**src/rtl/miso_phase_aligner.sv**
```systemverilog
// Oversampled MISO deserialiser with per-channel cable-delay compensation.
// Latency: word_valid WIN cycles after frame_start; no backpressure (free-running strobe, consumer must keep up).
// Optional DDR capture path is built only when MISO_DDR_EN is defined.
module miso_phase_aligner #(
    parameter int NUM_CH    = 8,
    parameter int WORD_W    = 16,
    parameter int OSR       = 4,
    parameter int MAX_DELAY = 11,
    parameter int DELAY_W   = 4
) (
    input  logic                       dataclk,
    input  logic                       reset_n,
    input  logic                       frame_start,
    input  logic [NUM_CH-1:0]          miso_in,
    input  logic [NUM_CH*DELAY_W-1:0]  delay,
    output logic [NUM_CH*WORD_W-1:0]   word_sdr,
    output logic [NUM_CH*WORD_W-1:0]   word_ddr,
    output logic                       word_valid,
    output logic                       frame_abort,
    output logic [NUM_CH-1:0]          delay_clamped
);

    localparam int WIN   = (WORD_W-1)*OSR + MAX_DELAY + OSR/2 + 1;
    localparam int IDX_W = $clog2(WIN);
    localparam logic [DELAY_W-1:0] MAXD = DELAY_W'(MAX_DELAY);
    localparam logic [IDX_W-1:0]   LAST = IDX_W'(WIN-1);

    typedef enum logic [1:0] {IDLE, CAPTURE, DONE} state_t;

    state_t                           state, state_nxt;
    logic [IDX_W-1:0]                 idx;
    logic [IDX_W-1:0]                 cur_idx;
    logic [NUM_CH-1:0][DELAY_W-1:0]   dly_q, dly_cur;
    logic [NUM_CH-1:0]                clamp_now;
    logic [NUM_CH-1:0]                hit_sdr;
    logic [NUM_CH-1:0][WORD_W-1:0]    sr_sdr, sr_sdr_nxt;
    logic                             capturing, last_tick;

    // The frame_start cycle is already sample 0, so it sees the fresh delays.
    assign capturing = frame_start || (state == CAPTURE);
    assign cur_idx   = frame_start ? '0 : idx;
    assign last_tick = (state == CAPTURE) && (idx == LAST) && !frame_start;

    always_ff @(posedge dataclk or negedge reset_n) begin
        if (!reset_n) state <= IDLE;
        else          state <= state_nxt;
    end

    always_comb begin
        state_nxt = state;
        case (state)
            IDLE:    if (frame_start) state_nxt = CAPTURE;
            CAPTURE: begin
                if (frame_start)       state_nxt = CAPTURE;
                else if (idx == LAST)  state_nxt = DONE;
            end
            DONE:    state_nxt = frame_start ? CAPTURE : IDLE;
            default: state_nxt = IDLE;
        endcase
    end

    always_comb begin
        int offs;
        offs       = 0;
        clamp_now  = '0;
        dly_cur    = dly_q;
        hit_sdr    = '0;
        sr_sdr_nxt = sr_sdr;
        for (int c = 0; c < NUM_CH; c++) begin
            clamp_now[c] = delay[c*DELAY_W +: DELAY_W] > MAXD;
            if (frame_start) begin
                dly_cur[c]    = clamp_now[c] ? MAXD : delay[c*DELAY_W +: DELAY_W];
                sr_sdr_nxt[c] = '0;
            end
            offs       = int'(cur_idx) - int'(dly_cur[c]);
            hit_sdr[c] = capturing && (offs >= 0) && (offs % OSR == 0) && (offs < WORD_W*OSR);
            if (hit_sdr[c])
                sr_sdr_nxt[c] = {sr_sdr_nxt[c][WORD_W-2:0], miso_in[c]};
        end
    end

    always_ff @(posedge dataclk or negedge reset_n) begin
        if (!reset_n) begin
            idx           <= '0;
            dly_q         <= '0;
            sr_sdr        <= '0;
            word_sdr      <= '0;
            word_valid    <= 1'b0;
            frame_abort   <= 1'b0;
            delay_clamped <= '0;
        end else begin
            word_valid  <= last_tick;
            frame_abort <= frame_start && (state == CAPTURE);
            sr_sdr      <= sr_sdr_nxt;
            if (frame_start) begin
                dly_q         <= dly_cur;
                delay_clamped <= delay_clamped | clamp_now;
                idx           <= IDX_W'(1);
            end else if (state == CAPTURE && idx != LAST) begin
                idx <= idx + 1'b1;
            end
            if (last_tick)
                word_sdr <= sr_sdr_nxt;
        end
    end

`ifdef MISO_DDR_EN
    logic [NUM_CH-1:0][WORD_W-1:0] sr_ddr, sr_ddr_nxt;

    // Second-half-bit samples sit OSR/2 ticks after the SDR sample point.
    always_comb begin
        int offs;
        offs       = 0;
        sr_ddr_nxt = sr_ddr;
        for (int c = 0; c < NUM_CH; c++) begin
            if (frame_start)
                sr_ddr_nxt[c] = '0;
            offs = int'(cur_idx) - int'(dly_cur[c]) - OSR/2;
            if (capturing && (offs >= 0) && (offs % OSR == 0) && (offs < WORD_W*OSR))
                sr_ddr_nxt[c] = {sr_ddr_nxt[c][WORD_W-2:0], miso_in[c]};
        end
    end

    always_ff @(posedge dataclk or negedge reset_n) begin
        if (!reset_n) begin
            sr_ddr   <= '0;
            word_ddr <= '0;
        end else begin
            sr_ddr <= sr_ddr_nxt;
            if (last_tick)
                word_ddr <= sr_ddr_nxt;
        end
    end
`else
    assign word_ddr = '0;
`endif

endmodule

```
**config.mk**
```make
export PLATFORM = sky130hd
export DESIGN_NAME = miso_phase_aligner
export DESIGN_NICKNAME = d
export VERILOG_FILES = /design/src/rtl/miso_phase_aligner.sv
export SDC_FILE = /design/constraint.sdc
export NUM_CORES = 1
export LEC_CHECK = 0
export BUFFER_PORTS_ARGS = -buffer_cell sky130_fd_sc_hd__buf_4
export CORE_MARGIN = 2
export CORE_UTILIZATION = 50
export DETAILED_ROUTE_END_ITERATION = 10
export PLACE_DENSITY_LB_ADDON = 0.08
export SETUP_SLACK_MARGIN = 0.15
export SYNTH_ARGS = -nofsm -noshare
export SYNTH_HDL_FRONTEND = slang
export SYNTH_SLANG_ARGS = --single-unit
```
**constraint.sdc**
```tcl
create_clock -name dataclk -period 2.4 [get_ports dataclk]
set_input_delay 0.36 -clock dataclk [delete_from_list [all_inputs] [get_ports dataclk]]
set_output_delay 0.36 -clock dataclk [all_outputs]
set_load 0.1 [all_outputs]
```
Yosys cells after proc, flatten, opt, wreduce, memory -nomap -nowiden
Index checks and enable logic that the tools add are counted.

word-level totals
  output and inout port bits = 266
  word-level logic and storage cells = 159
  register bits = 307
  input port bits = 43

operators by class
  reduce and logical (&&, ||, !) cells = 49
  multiplexer cells = 40
  equal/unequal tests = 6
  magnitude comparators = 24
  add/sub/neg operators = 9
  bitwise logic cells = 9

operators with widths
  operator               number
  $logic_not A32 Y1      8
  $mux W16               16
  $ge A8 B1 Y1 const B   8
  $lt A8 B8 Y1 const B   8
  $mux W4                16
  $sub A7 B4 Y8          8
  $gt A4 B4 Y1 const B   8
  $logic_and A1 B1 Y1    28
  $mux W7                3
  $reduce_or A2 Y1       8
  $and A1 B1 Y1          8
  $or A8 B8 Y8           1
  $add A7 B1 Y7 const B  1
  $eq A7 B7 Y1 const B   1
  $ne A7 B7 Y1 const B   1
  $mux W2                3
  $pmux W2 S3            1
  $ne A3 B2 Y1 const B   1
  $eq A2 B1 Y1 const B   1
  $eq A2 B2 Y1 const B   1
  $logic_not A2 Y1       1
  $ne A2 B2 Y1 const B   1
  $reduce_and A2 Y1      1
  $reduce_bool A2 Y1     1
  3 further kinds        3

Depth between registers and ports, before layout
  depth in word-level cells = 10
  mapped depth = 13
  gate-level depth less buffers = 9

Least setup slack after synthesis
No wires, ideal clock.

  kind = input-to-reg
  from = input frame_start
  to = register word_sdr[48]
  arrival = 2.967 ns
  library setup time = 0.135 ns
  setup slack = -0.702 ns
  stages on the path = 12
  path buffers = 5
  required time = 2.265 ns
  cells stage by stage = buf_6 clkbuf_1 clkbuf_1 buf_1 nor2_1 ha_1 nor2b_1 o211ai_1 nand3_1 clkbuf_1 nand3_1 a31oi_1

on the way
  cells in the longest elaborated chain, start to end = 8
  elaborated cells on any way between the ends = 16
  classes of those cells = add/sub (1); order compare (2); mux (4); bitwise (1); reduce/logical (8)

RTL lines
  element                                                RTL line  text
  from (decl)                                            13        input logic frame_start,
  branches (longest 8 deep; another with $sub A7 B4 Y8)  --
  to (signal assigned)                                   103       word_sdr <= sr_sdr_nxt;
  to (decl)                                              16        output logic [NUM_CH*WORD_W-1:0] word_sdr,

Parallel ways; which one is timed is not known.
A chain may end at the register's enable or synchronous reset.

Worst setup path in the final report
  from = register idx[1]
  to = register word_sdr[109]

on the way
  cells in the longest elaborated chain, start to end = 8
  elaborated cells on any way between the ends = 14
  classes of those cells = add/sub (1); order compare (2); eq/ne (1); mux (2); bitwise (1); reduce/logical (7)

RTL lines
  element                                                RTL line  text
  from (decl)                                            31        logic [IDX_W-1:0] idx;
  from (signal assigned)                                 100       idx <= idx + 1'b1;
  branches (longest 8 deep; another with $sub A7 B4 Y8)  --

Parallel ways; which one is timed is not known.

==> summary.md <==
| Metric | Value |
|---|---|
| Status | finished clean |
| Worst-path fanout max | 8 |
| Io pins | 309 |
| Fmax | approximately 420 MHz |
| Seq pwr share | 39.0% |
| Clock Skew | around 11 ps |
| CP startpoint kind | flip-flop |
| CP top delay family | buffers and inverters |
| Part of the power in combinational logic | 24.0% |
| Placed cells | a little over 2000 |
| Pleak | 8.65 nW |
| Vias in the first global route | ~12000 |
| Path type of the worst min-delay path | in -> reg |
| Fin. Hold Viols | 0 |
| Unrepaired setup endpoints after global routing | true |
| Drt initial violations | 714 |
| Critical Path RT | 2830 ps |
| Clk pwr share | ~37% |
| Fin crit share | between 90% and 100% |
| Minimum clock period | 2400 ps |
| Initial Utilization | between 50% and 60% |
| Crit path buf inv count | 6 |
| Placer Congestion | a little under 0.8 |
| Pint | between 9 and 10 mW |
| Final Setup Violations | 0 |
| Dpl hpwl | between 20000 and 25000 µm |
| Post-Syn Area | 0.0144 mm² |
| CTS clk-pin slew, worst paths | 60 ps |
| Max incr delay on CP | 390 ps |
| WHS Path Cells | 3 |
| WL final | 38800 µm |
| Layout Cells excl Fill | 2173 |
| Slowest cell on crit path | dfrtp_1 |
| Chip Width | 174 µm |
| CP Data Arrival Time | 2830 ps |
| Drt drc | 0 |
| Most frequent cells in the layout | buf_4, dfrtp_1, nor2_1 |
| Port bufs | 180 |
| Netlist cell types | 40 |
| Worst r2r src | idx[1] |
| First-pass GRT wire length | between 60000 and 70000 µm |
| Yosys top cell by area | dfrtp_1 |
| Fin Hold WS | 72.7 ps |
| Commonest non-fill, non-tap cell in the layout | buf_4 |
| Final ANT Viol Nets | 0 |
| Worst Hold End | sr_sdr[112] |
| Share of layout cells above drive strength 1 | between 30% and 40% |
| Max-slew violation count | 0 |
| Multi-input logic area | 0.00707 mm² |
| Hold Path Origin | miso_in[7] |
| Pre-antenna DRT Iters | 5 |
| Grt total ovfl | 0 |
| Register area share after synthesis | 53.2% |
| ANT cells | 0 |
| Vias per cell | 5.56 |
| Crit-path cells | inv_2, nor2_4, buf_6, buf_6, ha_4, nor2b_4, o211ai_1, buf_4, a2111oi_4, clkbuf_16, buf_12, o21ai_4, a31oi_1 |
| Max-Cap Viols | 0 |
| Critical path type | reg -> reg |
| CTS max path bufs | 3 |
| Syn_area_per_cell | slightly above 10 µm² |
| Row cnt | 62 |
| Root Driver | clkbuf_16 |
| DIE AREA | 0.0303 mm² |
| Largest net degree at the start of global routing | 76 |
| CTS sink count | 307 |
| Synth Warn # | 0 |
| Storage cell area | 0.00768 mm² |
| Peak supply drop | 0.610 mV |
| DR WL/cell | 17.9 µm |
| Yosys reg bits | 307 |
| FF-to-FF setup slack | 0.8 ps |
| Most common cell on crit path | buf_6 |
| Power Density | approximately 710 mW/mm² |
| Net Switching | 4.84 mW |
| CTS Buf Count | 35 |
| Via count | ~12000 |
| Antenna violations before repair | 0 |
| Post-Syn Instances | 1431 |
| Ranking of synthesized cells by area | dfrtp_1, buf_4, a21oi_1, a31oi_1, nand3_1 |
| Max-slew headroom at the worst pin | a little over two fifths |
| Worst-Margin Slew | 848 ps |
| Fin nets | 1844 |
| Crit. End Element | flip-flop |
| Synth top area share | 53.2% |
| Worst reg2reg endpoint | word_sdr[109] |
| Die height | 174 µm |
| Synth-to-layout area growth | 37.5% |
| Worst reg-to-reg path cell count | 13 |
| Post-Route Setup TNS | 0 ps |
| Core area | 0.0285 mm² |
| H-tree depth | 2 |
| Filler cells | 2181 |
| Clock Latency Late Sink | 510 ps |
| TritonCTS clock tree | yes |
| Sw Ratio | between 30% and 40% |
| Post-Route Utilization | 69.6% |
| Total Routing Usage GR | ~25% |
-- per-layer routing --
layer | vias to the layer above | track usage [%] | routed length (µm)
met5 | - | 0 | 0
met4 | 0 | 6.58 | 782
met3 | 57 | 4.22 | 2140
met2 | 375 | 39.0 | 18800
met1 | 6061 | 35.0 | 17100
li1 | 5599 | - | -
-- what timing repair did --
action	in CTS	in global routing
hold endpoints to repair	45	0
buffers inserted	33	22
pin swaps	133	82
setup endpoints to repair	256	256
cloned	10	5
hold buffers	1	0
resized for setup	157	129
-- worst max path at each step --
stage          slack (ps)         from             to  depth (start not counted)
6_report              0.8       idx[1]  word_sdr[109]                         13
5_1_grt              -130       idx[1]  word_sdr[104]                         13
4_1_cts                30       idx[1]   word_sdr[30]                         11
3_5_place_dp         -720  frame_start  word_sdr[127]                          8
3_3_place_gp         -690  frame_start   word_sdr[47]                          8
2_1_floorplan        -280  frame_start   word_sdr[38]                         13
-- power by group through the flow --
stage          logic (mW)  registers (mW)  clock network, mW
6_report             3.38            5.49               5.22
3_3_place_gp         3.12            5.58                  0
5_1_grt              3.53            5.51               5.54
2_1_floorplan        1.59            6.55                  0
3_5_place_dp         3.14            5.58                  0
4_1_cts              3.30            5.49               5.31
-- area by class of cell --
cell class                 count  area share, %
inverter                      27          0.510
timing repair buffer         380           17.2
clock buffer                  53           5.32
sequential                   307           38.7
multi-input combinational   1016           35.6
clock inverter                 6          0.290
tap                          384           2.42
-- stage by stage --
stage	total power [mW]	worst slack (ps)	instance area, µm²
after floorplan	8.15	-277	15100
after global routing	14.6	-128	19900
after detailed placement	8.72	-723	16800
after CTS	14.1	28.2	19000
final	14.1	0.802	19900
after global placement	8.69	-688	16800
-- worst min-delay path, stage by stage --
cell	delay [ps]
buf_4	80
o21ai_2	50
o21ai_1	60
-- Yosys cell counts --
cell type and n:
nor2_1 160, nor4b_2 1, o211ai_1 8, conb_1 1, inv_2 1, nor3_2 1
buf_2 17, buf_4 131, mux2_2 8, nor3_1 1, buf_12 1, nand2b_1 1
and2b_1 1, buf_1 3, xnor2_1 2, a2111o_2 8, a21oi_1 162, a31o_2 8
dfrtp_1 307, o21ba_4 1, o21ai_0 54, a211oi_1 1, nand2_1 19, ha_1 34
nand4_1 4, a21o_1 8, a31oi_1 129, buf_6 17, inv_1 26, nand3_1 137
and3_1 9, nor2_4 2, xor2_1 4, o21ai_1 80, nor2b_1 10, a211oi_4 8
clkbuf_1 48, a2111oi_4 8, o21ai_2 2, nor4_1 8
-- state kept, by name, summed over array words and instances (netlist names) --
signal / flops
frame_abort: 1
sr_sdr: 128
idx: 7
state: 2
word_sdr: 128
word_valid: 1
dly_q: 32
delay_clamped: 8
-- logic make-up (layout without fill, tap and decap cells) --
group / after synthesis / in the layout / synth area share [%]
XOR/XNOR: 6 / 6 / 0.364
multiplexers: 8 / 8 / 0.624
AND/OR/NAND/NOR: 354 / 357 / 11.2
flip-flops: 307 / 307 / 53.2
adder cells (fa/ha/maj): 34 / 34 / 2.95
buffers and inverters: 244 / 466 / 10.9
other: 1 / 128 / 0.0260
AO/OA/AOI/OAI: 477 / 483 / 20.8
Note: power is estimated with default switching activity, not from simulation.
